--- src/rtl/branch_pkg.sv ---
// Shared definitions for the branch resolution / prediction block.
//  - br_op_e   : 4-bit condition codes (8..15 reserved, resolve as not-taken)
//  - SNT..ST   : 2-bit saturating counter states
//  - br_res_t  : registered result carried toward flush/redirect logic
//  - ctr_next  : saturating counter update
package branch_pkg;

  typedef enum logic [3:0] {
    BR_EQ  = 4'd0,
    BR_NE  = 4'd1,
    BR_LEZ = 4'd2,
    BR_GTZ = 4'd3,
    BR_LTZ = 4'd4,
    BR_GEZ = 4'd5,
    BR_LT  = 4'd6,
    BR_LTU = 4'd7
  } br_op_e;

  localparam logic [1:0] SNT = 2'd0;
  localparam logic [1:0] WNT = 2'd1;
  localparam logic [1:0] WT  = 2'd2;
  localparam logic [1:0] ST  = 2'd3;

  typedef struct packed {
    logic taken;
    logic mispredict;
  } br_res_t;

  function automatic logic [1:0] ctr_next(input logic [1:0] c, input logic taken);
    if (taken) return (c == ST)  ? ST  : c + 2'd1;
    else       return (c == SNT) ? SNT : c - 2'd1;
  endfunction

endpackage

--- src/rtl/branch_pht.sv ---
// Pattern history table: DEPTH x 2-bit saturating counters.
//  clk, reset   : clock, async active-low reset (all entries -> WNT)
//  rd_idx       : combinational read index
//  rd_taken     : MSB of the addressed counter
//  wr_en        : train the entry at wr_idx toward wr_taken on the next edge
// Reads see the pre-update value when read and write hit the same entry.
module branch_pht
  import branch_pkg::*;
#(
  parameter int DEPTH = 64,
  parameter int IDX_W = $clog2(DEPTH)
) (
  input  logic             clk,
  input  logic             reset,
  input  logic [IDX_W-1:0] rd_idx,
  output logic             rd_taken,
  input  logic             wr_en,
  input  logic [IDX_W-1:0] wr_idx,
  input  logic             wr_taken
);

  logic [DEPTH-1:0][1:0] ctr;

  always_ff @(posedge clk or negedge reset) begin
    if (!reset)     ctr         <= {DEPTH{WNT}};
    else if (wr_en) ctr[wr_idx] <= ctr_next(ctr[wr_idx], wr_taken);
  end

  assign rd_taken = ctr[rd_idx][1];

endmodule

--- src/rtl/branch_cmp_predictor.sv ---
// Branch resolution unit with a PC-indexed 2-bit counter predictor.
//  clk, reset          : clock, async active-low reset
//  pred_pc / pred_taken: IF-stage combinational prediction lookup
//  in_*                : resolve request (valid/ready), op, operands, pc, used prediction
//  flush               : drop held result, block acceptance this cycle
//  out_*               : registered outcome + mispredict flag (valid/ready)
//  mispred_cnt         : saturating count of mispredicts on valid ops
module branch_cmp_predictor
  import branch_pkg::*;
#(
  parameter int WIDTH     = 32,
  parameter int PHT_DEPTH = 64,
  parameter int IDX_LSB   = 2,
  parameter int CNT_W     = 16
) (
  input  logic             clk,
  input  logic             reset,
  input  logic [WIDTH-1:0] pred_pc,
  output logic             pred_taken,
  input  logic             in_valid,
  output logic             in_ready,
  input  logic [3:0]       in_op,
  input  logic [WIDTH-1:0] in_a,
  input  logic [WIDTH-1:0] in_b,
  input  logic [WIDTH-1:0] in_pc,
  input  logic             in_pred,
  input  logic             flush,
  output logic             out_valid,
  input  logic             out_ready,
  output logic             out_taken,
  output logic             out_mispredict,
  output logic [CNT_W-1:0] mispred_cnt
);

  localparam int IDX_W = $clog2(PHT_DEPTH);

  logic    cond, op_ok, accept, a_neg, a_zero, mispred;
  br_res_t res_q;

  // Upper PC bits alias onto the table by design.
  logic unused_pc;
  assign unused_pc = ^{pred_pc, in_pc};

  assign a_neg  = in_a[WIDTH-1];
  assign a_zero = (in_a == '0);

  always_comb begin
    cond  = 1'b0;
    op_ok = 1'b1;
    case (in_op)
      BR_EQ:   cond = (in_a == in_b);
      BR_NE:   cond = (in_a != in_b);
      BR_LEZ:  cond = a_neg | a_zero;
      BR_GTZ:  cond = !a_neg && !a_zero;
      BR_LTZ:  cond = a_neg;
      BR_GEZ:  cond = !a_neg;
      BR_LT:   cond = ($signed(in_a) < $signed(in_b));
      BR_LTU:  cond = (in_a < in_b);
      default: op_ok = 1'b0;
    endcase
  end

  assign in_ready = !flush && (!out_valid || out_ready);
  assign accept   = in_valid && in_ready;
  assign mispred  = cond ^ in_pred;

  branch_pht #(.DEPTH(PHT_DEPTH), .IDX_W(IDX_W)) u_pht (
    .clk      (clk),
    .reset    (reset),
    .rd_idx   (pred_pc[IDX_LSB +: IDX_W]),
    .rd_taken (pred_taken),
    .wr_en    (accept && op_ok),
    .wr_idx   (in_pc[IDX_LSB +: IDX_W]),
    .wr_taken (cond)
  );

  // Accept has priority; it cannot coincide with flush since flush drops in_ready.
  always_ff @(posedge clk or negedge reset) begin
    if (!reset) begin
      out_valid <= 1'b0;
      res_q     <= '0;
    end else if (accept) begin
      out_valid <= 1'b1;
      res_q     <= '{taken: cond, mispredict: mispred};
    end else if (flush || out_ready) begin
      out_valid <= 1'b0;
    end
  end

  assign out_taken      = res_q.taken;
  assign out_mispredict = res_q.mispredict;

  // Reserved ops still report a mispredict flag but are not counted.
  always_ff @(posedge clk or negedge reset) begin
    if (!reset)
      mispred_cnt <= '0;
    else if (accept && op_ok && mispred && !(&mispred_cnt))
      mispred_cnt <= mispred_cnt + CNT_W'(1);
  end

endmodule

--- config.mk ---
export PLATFORM = sky130hd
export DESIGN_NAME = branch_cmp_predictor
export DESIGN_NICKNAME = d
export VERILOG_FILES = /design/src/rtl/branch_pkg.sv /design/src/rtl/branch_pht.sv /design/src/rtl/branch_cmp_predictor.sv
export SDC_FILE = /design/constraint.sdc
export NUM_CORES = 1
export LEC_CHECK = 0
export CAP_MARGIN = 30
export CORE_UTILIZATION = 56
export DETAILED_ROUTE_END_ITERATION = 16
export DONT_BUFFER_PORTS = 1
export GPL_TIMING_DRIVEN = 1
export HOLD_SLACK_MARGIN = 0.15
export PLACE_DENSITY = 0.71
export SLEW_MARGIN = 20
export SYNTH_ARGS = -nofsm -noshare
export SYNTH_HDL_FRONTEND = slang
export SYNTH_SLANG_ARGS = --single-unit
--- constraint.sdc ---
create_clock -name clk -period 17.4 [get_ports clk]
set_clock_uncertainty 0.1 [all_clocks]
set_input_delay 5.22 -clock clk [delete_from_list [all_inputs] [get_ports clk]]
set_output_delay 5.22 -clock clk [all_outputs]
set_load 0.01 [all_outputs]
==> results.toml, run 1 <==
[status]
status = "complete, no violations"

[global_routing]
grt_pass1_vias = 7147
antenna_found_initial = 0
grt_pass1_wl_mm = 37.9
grt-ovfl-total = 0
grtUsageTotal = 0.301
grt_max_degree = 148

[sta]
finalMaxSlewViolations = 0
fmax_mhz = 82.8
relSlewSlack = 0.398
worst_slew_pin_slew_ns = 0.902
fin_crit_sh = 0.694
fin_crit_ns = 12.08
tns_ns = 0
fin_ws_ns = 5.32
hold_violations = 0
rsz0062_at_grt = "false"
finalSetupViolCount = 0

[setup_path]
cp_common_cell = "mux4_2"
slowest_delay_ns = 0.54
cp-end-kind = "output port"
worstPathArrival_ns = 6.76
critical_path_class = "input pin to output port"
path_cells = "mux4_2 -> mux4_2 -> mux4_2"
critical_path.slowest_cell = "mux4_2"
path_max_fanout = 16
start_kind = "input pin"
crit_family = "multiplexers"
worst-path-buf-inv = 0
cp_data_required_time_ns = 12.08

[die]
num_rows = 45
floorplan.io_pins = 159
fp.dieW_microns = 128
dieArea_sq_um = 16500
core_sq_um = 15400
die_height_microns = 128
start_util = 0.581

[detailed_routing]
drt_iter0_markers = 797
drtAntennaViolNets = 0
num_vias = 7363
wire_per_inst_microns = 20.5
wl_met2_mm = 10.9
wl_met3_mm = 1.71
totalWireLength_mm = 23.4
m1WireLength_mm = 10.2
vias_per_cell = 6.47
first_pass_iters = 5
drc_errors = 0
dr.max_layer_used = "met4"

[place]
post-place-ws_ns = 5.35
port_buffers = 0
dp.final_hpwl_mm = 14.9
gp_congestion = 0.830

[synthesis]
async_reset_ff_frac = 1.00
synth_cell_types = 78
syn_avg_cell_area_sq_um = 9.43
synth_edf_count = 0
ys_seq_area_frac = 0.420
synthCells = 950
syn-cell-area_sq_um = 8960
ys.flop_type = "dfrtp_1"
syn_nets = 1121
synth-seq-cells = 147
ys_warn_count = 0

[clocking]
cts_tree = "built"
ctsResizeCount = 0
htree_levels = 4
cts-root-buf = "clkbuf_16"
cts_made_buffers = 17
cts_sinks = 147
cts_buffer_depth = 2
hold_buffers = 0
clock_latency_ns = 0.43
clk_pin_slew_ns = 0.06
postCtsSetupRepairBufs = 0

[run]
max_cap_violations = 0

[final_layout]
multiInputGateArea_sq_um = 4720
drive_gt1_frac = 0.186
final_nets = 1085
seq_area_sq_um = 3760
final_common_cell = "nand2_1"
diodes = 0
area_growth_pct = 7.35
final_cell_mix = "nand2_1 (122), nor2_1 (84), dfrtp_1 (83), a21oi_1 (73), o21ai_0 (70)"
nFillCells = 1268

[pwr]
leakagePower_uw = 0.00388
irDropWorstVdd_v = 0.0000663
powerDensity_nw_per_um2 = 92.1

[worst_hold_path]
hp-class = "flip-flop to flip-flop"
[report_power, final]
| group | switching [uW] | internal (uW) |
|---|---|---|
| sequential | 22.0 | 370 |
| clock | 148 | 243 |
| combinational | 58.0 | 44.6 |
| total | 228 | 657 |
[path summary, 6_finish.rpt]
check                                                from                          to  slack (ns)  cells past startpoint
worst min-delay path            u_pht.ctr[76]$_DFFE_PN1P_   u_pht.ctr[76]$_DFFE_PN1P_        0.37                      2
worst max register to register      out_valid$_DFFE_PN0P_  u_pht.ctr[119]$_DFFE_PN0P_       14.01                      8
max in group asynchronous                           reset   u_pht.ctr[78]$_DFFE_PN1P_       12.46                      0
min in group asynchronous                           reset  mispred_cnt[9]$_DFFE_PN0P_        4.38                      0
worst max-delay path                           pred_pc[2]                  pred_taken        5.32                      3
worst min register to register  u_pht.ctr[76]$_DFFE_PN1P_   u_pht.ctr[76]$_DFFE_PN1P_        0.37                      2
[logic make-up (layout without fill, tap and decap cells)]
logic type,count (synthesis),count (layout),share of synthesized area
flip-flops,147,147,0.420
AND/OR/NAND/NOR,316,316,0.166
buffers and inverters,110,87,0.0578
multiplexers,53,53,0.0939
AO/OA/AOI/OAI,275,275,0.201
XOR/XNOR,16,16,0.0156
adder cells (fa/ha/maj),33,33,0.0461
[registers in the layout, summed over array words and instances, names as in the netlist]
| signal | cells |
|---|---|
| u_pht.ctr | 128 |
| mispred_cnt | 16 |
| out_mispredict | 1 |
| out_taken | 1 |
| out_valid | 1 |
[metal layers]
| metal | GRT usage | vias up |
|---|---|---|
| met5 | 0 | - |
| met4 | 0.114 | 0 |
| met3 | 0.0611 | 40 |
| met2 | 0.480 | 332 |
| met1 | 0.407 | 3596 |
| li1 | - | 3395 |
[final cells by class]
class	instances	share of cell area
tap	211	0.0275
inverter	43	0.0168
clock inverter	13	0.0189
sequential	147	0.391
timing repair buffer	12	0.00937
multi-input combinational	693	0.490
clock buffer	19	0.0461
[worst min-delay path, cell delays in order, from the launching register on]
cell and delay, ns:
dfstp_2 0.36, inv_1 0.04, mux2i_1 0.06
[synthesized netlist by cell type (all sizes together) (13+ instances only)]
master | number | area, sq um
nor2 | 85 | 319
xnor2 | 15 | 131
and3 | 14 | 87.6
inv | 43 | 161
mux4 | 23 | 518
nand3 | 20 | 100
buf | 32 | 225
dfrtp | 83 | 2080
nand4 | 19 | 119
a22oi | 13 | 97.6
mux2 | 15 | 173
mux2i | 15 | 150
ha | 33 | 413
dfstp | 64 | 1680
clkbuf | 35 | 131
a21oi | 85 | 485
o21ai | 71 | 359
nand2 | 122 | 458
a31oi | 38 | 238
[per-stage QoR]
stage / hold WS [ns] / total power (uW) / area (sq um) / std cells / util
6_report: 0.375 / 886 / 9610 / 1138 / 0.623
5_1_grt: 0.391 / 918 / 9610 / 1138 / 0.623
4_1_cts: 0.378 / 889 / 9610 / 1138 / 0.623
3_5_place_dp: 0.369 / 498 / 8990 / 1106 / 0.583
3_3_place_gp: 0.360 / 495 / 8990 / 1106 / 0.583
2_1_floorplan: 0.344 / 482 / 8960 / 950 / -
Power figures use the tool's default switching activity.
==> run 2, diff against run 1 <==
==> constraint.sdc (replaced) <==
create_clock -name clk -period 11.75 [get_ports clk]
set_clock_uncertainty 0.1 [all_clocks]
set_input_delay 3.525 -clock clk [delete_from_list [all_inputs] [get_ports clk]]
set_output_delay 3.525 -clock clk [all_outputs]
set_load 0.01 [all_outputs]
==> results.toml, run 2 (synthesized netlist as in run 1, its figures left out) <==
[sta]
finalMaxSlewViolations = 0
worst_slew_pin_slew_ns = 0.864
rsz0062_at_grt = "false"
relSlewSlack = 0.422
tns_ns = 0
fin_crit_sh = 0.735
finalSetupViolCount = 0
hold_violations = 0
fmax_mhz = 116
fin_crit_ns = 8.64

[die]
start_util = 0.581
dieArea_sq_um = 16500
die_height_microns = 128
core_sq_um = 15400
num_rows = 45
fp.dieW_microns = 128
floorplan.io_pins = 159

[global_routing]
antenna_found_initial = 0
grt_pass1_wl_mm = 37.1
grt_max_degree = 148
grtUsageTotal = 0.296
grt-ovfl-total = 0
grt_pass1_vias = 7103

[place]
port_buffers = 0
place_area_sq_um = 9000
dp.final_hpwl_mm = 14.8
placed_cells = 1107
gp_congestion = 0.813

[setup_path]
worstPathArrival_ns = 5.01
slowest_delay_ns = 0.53
r2r_slack_ns = 8.41
critical_path_class = "input pin to output port"
worst-path-buf-inv = 0
start_kind = "input pin"
cp_common_cell = "mux4_2"
cp_data_required_time_ns = 8.12
crit_family = "multiplexers"
path_cells = "mux4_2 -> mux4_2 -> mux4_2"
path_max_fanout = 16
cp-end-kind = "output port"
critical_path.slowest_cell = "mux4_2"

[detailed_routing]
totalWireLength_mm = 23.2
num_vias = 7291
first_pass_iters = 5
drc_errors = 0
vias_per_cell = 6.40
drt_iter0_markers = 752
drtAntennaViolNets = 0
wire_per_inst_microns = 20.3

[clocking]
htree_levels = 4
cts_tree = "built"
hold_buffers = 0
cts_sinks = 147
ctsResizeCount = 0
cts_buffer_depth = 2
clock_latency_ns = 0.44
cts_made_buffers = 17
postCtsSetupRepairBufs = 0
cts-root-buf = "clkbuf_16"
clk_pin_slew_ns = 0.06

[run]
max_cap_violations = 0

[final_layout]
stdcell_count = 1139
utilization = 0.620
final_cell_area_sq_um = 9560
drive_gt1_frac = 0.188
final_cell_mix = "nand2_1 (122), nor2_1 (85), dfrtp_1 (83), a21oi_1 (73), o21ai_0 (70)"
diodes = 0
seq_area_sq_um = 3760
area_growth_pct = 6.75
final_nets = 1086
nFillCells = 1320
multiInputGateArea_sq_um = 4710
largest_register_ff_count = 128
biggestRegsByFlops = "u_pht.ctr (128), mispred_cnt (16)"
final_common_cell = "nand2_1"
max_flop_register = "u_pht.ctr"

[pwr]
leakagePower_uw = 0.00387
cell_internal_pwr_uw = 914
p_total_uw = 1250
power_frac_clock = 0.416
irDropWorstVdd_v = 0.000104
switching_power_uw = 336
swShare = 0.269
power_frac_seq = 0.464
powerDensity_nw_per_um2 = 131
comb_power_share = 0.120

[worst_hold_path]
hp-class = "flip-flop to flip-flop"

[status]
status = "complete, no violations"
## run 2: final timing paths
| kind | from | to | cells after the start |
|---|---|---|---|
| worst min-delay path | u_pht.ctr[76]$_DFFE_PN1P_ | u_pht.ctr[76]$_DFFE_PN1P_ | 2 |
| worst min register to register | u_pht.ctr[76]$_DFFE_PN1P_ | u_pht.ctr[76]$_DFFE_PN1P_ | 2 |
| max in group asynchronous | reset | u_pht.ctr[74]$_DFFE_PN1P_ | 0 |
| worst max-delay path | pred_pc[2] | pred_taken | 3 |
| min in group asynchronous | reset | mispred_cnt[12]$_DFFE_PN0P_ | 0 |
| worst max register to register | out_valid$_DFFE_PN0P_ | u_pht.ctr[119]$_DFFE_PN0P_ | 8 |
## run 2: cell type report
cell class,count,share of cell area
clock buffers,19,0.0474
clock inverters,13,0.0114
inverters,43,0.0169
multi-input cells,693,0.493
flip-flops and latches,147,0.393
well taps,211,0.0276
repair buffers,13,0.0106
## run 2: worst register-to-register path, delay by kind of cell, from the launching register on
| family | cells | cell delay (ns) |
|---|---|---|
| AOI/OAI and AO/OA | 2 | 0.26 |
| buffers and inverters | 1 | 0.32 |
| DFF | 1 | 0.41 |
| and+or+nand+nor | 5 | 2.18 |
## run 2: per-layer routing
metal	track usage	part of all wire	vias to the layer above
met5	0	0	-
met4	0.114	0.023	0
met3	0.0528	0.068	38
met2	0.472	0.47	301
met1	0.405	0.44	3544
li1	-	-	3408
## run 2: metrics by stage
| stage | hold slack, ns | worst slack (ns) |
|---|---|---|
| after global routing | 0.390 | 3.10 |
| after CTS | 0.373 | 3.11 |
| after detailed placement | 0.364 | 3.11 |
| final | 0.369 | 3.11 |
| after global placement | 0.360 | 3.10 |
| after floorplan | 0.344 | 2.16 |
## run 2: power groups by stage
| stage | Combinational (uW) | Clock (uW) | Sequential, uW |
|---|---|---|---|
| after floorplan | 136 | 0 | 578 |
| after global routing | 168 | 547 | 584 |
| after CTS | 150 | 527 | 579 |
| after detailed placement | 150 | 0 | 587 |
| final | 151 | 520 | 580 |
| after global placement | 146 | 0 | 586 |
==> run 3, diff against run 2 <==
--- a/config.mk
+++ b/config.mk
@@ -11,7 +11,7 @@
 export DONT_BUFFER_PORTS = 1
 export GPL_TIMING_DRIVEN = 1
 export HOLD_SLACK_MARGIN = 0.15
-export PLACE_DENSITY = 0.71
+export PLACE_DENSITY = 0.74
 export SLEW_MARGIN = 20
 export SYNTH_ARGS = -nofsm -noshare
 export SYNTH_HDL_FRONTEND = slang
==> constraint.sdc (replaced) <==
create_clock -name clk -period 7.39 [get_ports clk]
set_clock_uncertainty 0.1 [all_clocks]
set_input_delay 2.217 -clock clk [delete_from_list [all_inputs] [get_ports clk]]
set_output_delay 2.217 -clock clk [all_outputs]
set_load 0.01 [all_outputs]
==> results.toml, run 3 (synthesized netlist as in run 1, its figures left out) <==
[sta]
rsz0062_at_grt = "false"
relSlewSlack = 0.319
worst_slew_pin_slew_ns = 1.02
fin_ws_ns = 1.34
fin_crit_ns = 6.05
fmax_mhz = 165
finalSetupViolCount = 0
fin_crit_sh = 0.819
hold_violations = 0
finalMaxSlewViolations = 0
tns_ns = 0
hold_slack_ns = 0.372

[global_routing]
grt_max_degree = 148
grtUsageTotal = 0.295
grt-ovfl-total = 0
antenna_found_initial = 0
grt_pass1_wl_mm = 37.1
grt_pass1_vias = 6990

[final_layout]
utilization = 0.619
final_cell_mix = "nand2_1 (122), nor2_1 (84), dfrtp_1 (83), a21oi_1 (73), o21ai_0 (70)"
max_flop_register = "u_pht.ctr"
drive_gt1_frac = 0.181
largest_register_ff_count = 128
diodes = 0
final_common_cell = "nand2_1"
area_growth_pct = 6.59
nFillCells = 1316
biggestRegsByFlops = "u_pht.ctr (128), mispred_cnt (16)"
final_nets = 1085

[place]
gp_congestion = 0.848
dp.final_hpwl_mm = 15.0
port_buffers = 0
post-place-ws_ns = 1.34

[clocking]
hold_buffers = 0
cts_made_buffers = 17
postCtsSetupRepairBufs = 0
htree_levels = 4
cts_tree = "built"
clk_pin_slew_ns = 0.06
cts-root-buf = "clkbuf_16"
cts_buffer_depth = 2
ctsResizeCount = 0
cts_sinks = 147
clock_latency_ns = 0.44

[detailed_routing]
drc_errors = 0
drtAntennaViolNets = 0
first_pass_iters = 6
num_vias = 7395
drt_iter0_markers = 729
totalWireLength_mm = 23.1
wire_per_inst_microns = 20.3
vias_per_cell = 6.50

[die]
floorplan.io_pins = 159
start_util = 0.581
dieArea_sq_um = 16500
core_sq_um = 15400
fp.dieW_microns = 128
die_height_microns = 128
num_rows = 45

[pwr]
leakagePower_uw = 0.00386
powerDensity_nw_per_um2 = 208
p_total_uw = 1980
irDropWorstVdd_v = 0.000168

[setup_path]
r2r_cells = 8
cp-end-kind = "output port"
critical_path_class = "input pin to output port"
worstPathArrival_ns = 3.74
reg2reg_from = "out_valid$_DFFE_PN0P_"
start_kind = "input pin"
r2r_slack_ns = 3.95
cp_data_required_time_ns = 5.07
path_max_fanout = 16
worstReg2RegEnd = "u_pht.ctr[123]$_DFFE_PN0P_"

[run]
max_cap_violations = 0

[status]
status = "complete, no violations"

[worst_hold_path]
hold_start = "u_pht.ctr[76]$_DFFE_PN1P_"
hold_end = "u_pht.ctr[76]$_DFFE_PN1P_"
worstHoldPathCells = 2
hp-class = "flip-flop to flip-flop"
## run 3: changes by cell type in the layout (fill, tap and decap cells not counted), sizes merged
cell,delta
buf,-1
clkinvlp,-3
inv,-2
clkbuf,+8
clkinv,-3
## run 3: how the worst max path moves through the flow
stage,from,endpoint,depth (start not counted)
floorplan,pred_pc[2],pred_taken,5
global placement,pred_pc[2],pred_taken,3
detailed placement,pred_pc[2],pred_taken,3
CTS,pred_pc[2],pred_taken,3
global route,pred_pc[2],pred_taken,3
finish,pred_pc[2],pred_taken,3
## run 3: critical path, cell delays in order
cell	delay, ns
mux4_2	0.47
mux4_2	0.52
mux4_2	0.53
## run 3: power breakdown
group          internal (uW)  switching, uW
combinational            104            135
clock                    497            323
sequential               871           51.2
total                   1470            509
## run 3: final cells by class
type                       instances  area, sq um  share of cell area
clock buffer                      27          503              0.0527
clock inverter                     5         53.8             0.00564
inverter                          43          161              0.0169
multi-input combinational        693         4720               0.494
sequential                       147         3760               0.394
tap                              211          264              0.0277
timing repair buffer              12         90.1             0.00944
## run 3: layer usage
metal | up-vias | global-route usage | share of wire
met5 | - | 0 | 0
met4 | 0 | 0.102 | 0.020
met3 | 39 | 0.0744 | 0.088
met2 | 361 | 0.465 | 0.47
met1 | 3591 | 0.399 | 0.42
li1 | 3404 | - | -
## run 3: metrics by stage
| step | std cells | instance area, sq um |
|---|---|---|
| global route | 1138 | 9550 |
| finish | 1138 | 9550 |
| CTS | 1138 | 9550 |
| floorplan | 950 | 8960 |
| detailed placement | 1106 | 8990 |
| global placement | 1106 | 8990 |
==> patch 1: new RTL, settings of run 2 <==
Change the parameter `PHT_DEPTH` from 64 to 32.
--- a/src/rtl/branch_cmp_predictor.sv
+++ b/src/rtl/branch_cmp_predictor.sv
@@ -9,7 +9,7 @@
   import branch_pkg::*;
 #(
   parameter int WIDTH     = 32,
-  parameter int PHT_DEPTH = 64,
+  parameter int PHT_DEPTH = 32,
   parameter int IDX_LSB   = 2,
   parameter int CNT_W     = 16
 ) (
Check against the original RTL: not equivalent (Yosys sat finds a counterexample within 4 cycles, from zero or initial values and one cycle with reset low).
==> patch 1 against run 2 <==
Power is 51% lower. Register-to-register slack gained 540 ps. Routed wire length down 52%. Area after synthesis fell by 41%. Setup slack improved by 190 ps. Sequential cell count is 64 lower. Count of clock-buffer cells in the layout decreased by 7. Cell area fell by 41%. Critical path type unchanged. Critical endpoint unchanged.
==> patch 1: results (changes against run 2) <==
\begin{tabular}{lr}
\hline
Metric & Value \\
\hline
\multicolumn{2}{l}{\textbf{Drt}} \\
Vias & 3625 (was 7291) \\
Routed length on met1 & 4.762 mm (was 10.25 mm) \\
Per-cell routed wire length & 19.33 um (was 20.33 um) \\
Metal3 WL & 494 um (was 1.580 mm) \\
Detail Route met2 WL & 5.559 mm (was 10.81 mm) \\
\multicolumn{2}{l}{\textbf{Power and ir drop}} \\
Leakage & 2.551 nW (was 3.871 nW) \\
\multicolumn{2}{l}{\textbf{Global route}} \\
Met2 Use GR & 0.4161 (was 0.4725) \\
Tot GR Track Use & 0.2415 (was 0.2960) \\
Global-route met1 utilization & 0.3028 (was 0.4045) \\
Pin count of the biggest net entering global routing & 84 (was 148) \\
Wire length of the first global-routing pass & 18.37 mm (was 37.10 mm) \\
Global Route met3 Usage & 0.04638 (was 0.05281) \\
\multicolumn{2}{l}{\textbf{Placed design}} \\
Routability Congestion & 0.7943 (was 0.8132) \\
\multicolumn{2}{l}{\textbf{Critical path}} \\
Reg-to-Reg End & u\_pht.ctr[9] (was u\_pht.ctr[119]) \\
Data arrival time of the critical path & 4820 ps (was 5010 ps) \\
Length in cells of the worst reg-to-reg path & 6 (was 8) \\
Max Fanout on Critical Path & 8 (was 16) \\
\multicolumn{2}{l}{\textbf{Timing}} \\
Worst-margin pin slew & 801.3 ps (was 864.5 ps) \\
Post-Route Hold Slack & 434.0 ps (was 369.2 ps) \\
Fmax & 0.1184 GHz (was 0.1158 GHz) \\
\multicolumn{2}{l}{\textbf{Status}} \\
Outcome & finished, final reports clean (unchanged) \\
\multicolumn{2}{l}{\textbf{Min path}} \\
Worst hold start & u\_pht.ctr[15] (was u\_pht.ctr[76]) \\
Number of cells on the worst hold path & 1 (was 2) \\
\multicolumn{2}{l}{\textbf{Clock tree}} \\
Worst-skew pair later-pin latency & 360 ps (was 440 ps) \\
CTS clk-pin slew, worst paths & 90 ps (was 60 ps) \\
\multicolumn{2}{l}{\textbf{Yosys}} \\
Top cells by instance count after synthesis & sky130\_fd\_sc\_hd\_\_mux2\_2, sky130\_fd\_sc\_hd\_\_dfrtp\_1, sky130\_fd\_sc\_hd\_\_nand2\_1, sky130\_fd\_sc\_hd\_\_inv\_1, sky130\_fd\_sc\_hd\_\_ha\_1 (was sky130\_fd\_sc\_hd\_\_nand2\_1, sky130\_fd\_sc\_hd\_\_nor2\_1, sky130\_fd\_sc\_hd\_\_dfrtp\_1, sky130\_fd\_sc\_hd\_\_a21oi\_1, sky130\_fd\_sc\_hd\_\_o21ai\_0) \\
\multicolumn{2}{l}{\textbf{Final layout}} \\
Fraction of final layout cells sized beyond drive strength 1 & 0.3333 (was 0.1875) \\
Final net count & 628 (was 1086) \\
Registers with the most flip-flops & u\_pht.ctr: 64 flops, mispred\_cnt: 16 flops (was u\_pht.ctr: 128 flops, mispred\_cnt: 16 flops) \\
\hline
\end{tabular}
patch 1: cell types whose count changed in the layout (fill, tap and decap cells not counted), moves of 11 or more:
| cell | delta |
|---|---|
| sky130_fd_sc_hd__clkbuf_16 | -17 |
| sky130_fd_sc_hd__a21oi_1 | -58 |
| sky130_fd_sc_hd__dfstp_2 | -32 |
| sky130_fd_sc_hd__o21ai_0 | -62 |
| sky130_fd_sc_hd__buf_4 | -11 |
| sky130_fd_sc_hd__nor2_1 | -72 |
| sky130_fd_sc_hd__dfrtp_1 | -32 |
| sky130_fd_sc_hd__nand2_1 | -74 |
| sky130_fd_sc_hd__mux2_2 | +55 |
| sky130_fd_sc_hd__mux2i_1 | -15 |
| sky130_fd_sc_hd__xor2_1 | +13 |
| sky130_fd_sc_hd__xnor2_1 | -15 |
| sky130_fd_sc_hd__a31oi_1 | -38 |
patch 1: kinds of logic after synthesis:
logic type | Yosys count | synth area share
AO/OA/AOI/OAI | 41 | 0.05070
buffers and inverters | 60 | 0.04409
flip-flops | 83 | 0.3990
AND/OR/NAND/NOR | 135 | 0.1386
multiplexers | 94 | 0.2547
XOR/XNOR | 16 | 0.03136
adder cells (fa/ha/maj) | 35 | 0.08159
patch 1: area by class of cell:
cell class                      instances  area, um2
Inverter                               39      146.4
Clock inverter                          4      75.07
Tap cell                              111      138.9
Clock buffer                           12      145.1
Multi-Input combinational cell        321       2955
Sequential cell                        83       2117
Fill cell                             740       3581
Timing Repair Buffer                    3      37.54
patch 1: power groups by stage:
stage | Clock, mW | Combinational [mW] | Sequential, mW
finish | 0.226 | 0.0673 | 0.318
global route | 0.242 | 0.0770 | 0.319
floorplan | 0 | 0.0603 | 0.320
global placement | 0 | 0.0636 | 0.322
CTS | 0.231 | 0.0678 | 0.318
detailed placement | 0 | 0.0674 | 0.323
==> patch 2: new RTL, settings of run 2 <==
Made on the original files. Put a register stage on the output `pred_taken`, without a reset. The value now appears one clock later. The other outputs are not delayed to match. Comments in the files are not updated.
--- a/src/rtl/branch_cmp_predictor.sv
+++ b/src/rtl/branch_cmp_predictor.sv
@@ -34,6 +34,8 @@
 
   localparam int IDX_W = $clog2(PHT_DEPTH);
 
+  logic pred_taken_d;
+
   logic    cond, op_ok, accept, a_neg, a_zero, mispred;
   br_res_t res_q;
 
@@ -68,7 +70,7 @@
     .clk      (clk),
     .reset    (reset),
     .rd_idx   (pred_pc[IDX_LSB +: IDX_W]),
-    .rd_taken (pred_taken),
+    .rd_taken (pred_taken_d),
     .wr_en    (accept && op_ok),
     .wr_idx   (in_pc[IDX_LSB +: IDX_W]),
     .wr_taken (cond)
@@ -98,5 +100,9 @@
       mispred_cnt <= mispred_cnt + CNT_W'(1);
   end
 
+  always_ff @(posedge clk) begin
+    pred_taken <= pred_taken_d;
+  end
+
 endmodule
 
Behaviour: not the same (a bounded check fails within 4 cycles, from zero or initial values and one cycle with reset low).
==> patch 2 against run 2 <==
Power decreased by 0.90%. Routed wire length fell by 1.9%. Via count fell by 0.92%. Sequential cell count up 1. Die area grew 0.22%. Setup slack improved by 1200 ps. Critical endpoint is now in_ready. Cell area down 0.10%. Critical path type unchanged. Final cell count unchanged. Area after synthesis up 0.22%. Count of clock-buffer cells in the layout is 4 higher.
==> patch 2: results (changes against run 2) <==
\begin{tabular}{lr}
\hline
Metric & Value \\
\hline
\multicolumn{2}{l}{\textbf{Drt}} \\
Per-cell routed wire length & 19.94 um (was 20.33 um) \\
Number of vias per cell after detailed routing & 6.342 (was 6.401) \\
Iteration-0 DRC count of the detailed router & 823 (was 752) \\
\multicolumn{2}{l}{\textbf{Critical path}} \\
Critical path's slowest cell & sky130\_fd\_sc\_hd\_\_nor2b\_1 (was sky130\_fd\_sc\_hd\_\_mux4\_2) \\
Max Fanout on Critical Path & 3 (was 16) \\
Data arrival time of the critical path & 3790 ps (was 5010 ps) \\
Slowest Stage Delay on Critical Path & 160 ps (was 530 ps) \\
Worst path top cell family by delay & simple AND/OR/NAND/NOR gates (was multiplexers) \\
\multicolumn{2}{l}{\textbf{Clock tree}} \\
Worst-skew pair later-pin latency & 430 ps \\
Max H-tree Level & 4 (unchanged) \\
Number of buffers added for setup after CTS & 0 (unchanged) \\
CTS clk-pin slew, worst paths & 60 ps (about the same) \\
\multicolumn{2}{l}{\textbf{Yosys}} \\
Post-synth net total & 1122 (was 1121) \\
Ranking of synthesized cells by area & sky130\_fd\_sc\_hd\_\_dfrtp\_1, sky130\_fd\_sc\_hd\_\_dfstp\_2, sky130\_fd\_sc\_hd\_\_mux4\_2 (unchanged) \\
Synth unique cells & 79 (was 78) \\
Async SR Flop Fraction & 0.9932 (was 1.000) \\
Seq/Total Area, Yosys & 0.4210 (was 0.4197) \\
Synthesized area per cell & 9.439 um2 (was 9.427 um2) \\
\multicolumn{2}{l}{\textbf{Placed design}} \\
Detailed-placement wirelength estimate & 14.62 mm (was 14.84 mm) \\
Worst slack at placement & 4332 ps (was 3108 ps) \\
Routability Congestion & 0.8275 (was 0.8132) \\
\multicolumn{2}{l}{\textbf{Timing}} \\
Worst-margin pin slew & 890.5 ps (was 864.5 ps) \\
\multicolumn{2}{l}{\textbf{Global route}} \\
Wire length of the first global-routing pass & 36.60 mm (was 37.10 mm) \\
Tot GR Track Use & 0.2903 (was 0.2960) \\
Via count of the first global-routing pass & 6734 (was 7103) \\
Pin count of the biggest net entering global routing & 148 (unchanged) \\
\multicolumn{2}{l}{\textbf{Power and ir drop}} \\
Maximum vdd drop & 111.8 uV (was 103.9 uV) \\
Sw Share & 0.2634 (was 0.2690) \\
Leakage & 3.859 nW (was 3.871 nW) \\
\multicolumn{2}{l}{\textbf{Final layout}} \\
Fraction of final layout cells sized beyond drive strength 1 & 0.1821 (was 0.1875) \\
\multicolumn{2}{l}{\textbf{Status}} \\
Outcome & finished, final reports clean (unchanged) \\
\hline
\end{tabular}
patch 2: area by class of cell:
class | instances | area, um2
Clock buffer | 23 | 457.9
Timing Repair Buffer | 12 | 90.09
Fill cell | 1342 | 5877
Multi-Input combinational cell | 693 | 4716
Sequential cell | 148 | 3779
Inverter | 43 | 161.4
Clock inverter | 9 | 82.58
Tap cell | 211 | 264.0
patch 2: logic make-up after synthesis:
family | count (synthesis) | synth area share
buffers and inverters | 110 | 0.05771
DFF | 148 | 0.4210
xor gates and xnor gates | 16 | 0.01561
AOI/OAI and AO/OA | 275 | 0.2006
and+or+nand+nor | 316 | 0.1655
muxes | 53 | 0.09367
adders and majority gates | 33 | 0.04600
patch 2: path summary, 6_finish.rpt:
kind / startpoint / end / slack (ps) / cells after the start
min reg2reg: u_pht.ctr[76] / u_pht.ctr[76] / 370 / 2
max: out_ready / in_ready / 4340 / 2
max reg2reg: out_valid / u_pht.ctr[119] / 8370 / 8
min in group asynchronous: reset / u_pht.ctr[35] / 2690 / 0
min: u_pht.ctr[76] / u_pht.ctr[76] / 370 / 2
max in group asynchronous: reset / u_pht.ctr[80] / 8530 / 0
patch 2: through the flow:
stage               hold slack, ps  instance area [um2]
floorplan                    344.2                 8976
global placement             359.3                 9007
detailed placement           368.2                 9010
CTS                          376.8                 9550
global route                 381.7                 9550
finish                       372.7                 9550
patch 2: power groups by stage:
stage / registers [mW] / logic (mW) / clock network (mW)
2_1_floorplan: 0.582 / 0.136 / 0
3_3_place_gp: 0.590 / 0.146 / 0
3_5_place_dp: 0.591 / 0.149 / 0
4_1_cts: 0.583 / 0.150 / 0.512
5_1_grt: 0.588 / 0.167 / 0.535
6_report: 0.583 / 0.150 / 0.507
patch 2: per-layer routing:
layer	vias to the layer above	GRT usage	wire length, um	part of all wire
met1	3465	0.4150	10180	0.45
met3	39	0.06195	1729	0.076
li1	3410	-	-	-
met5	-	0	0	0
met4	0	0.1010	413	0.018
met2	310	0.4391	10400	0.46
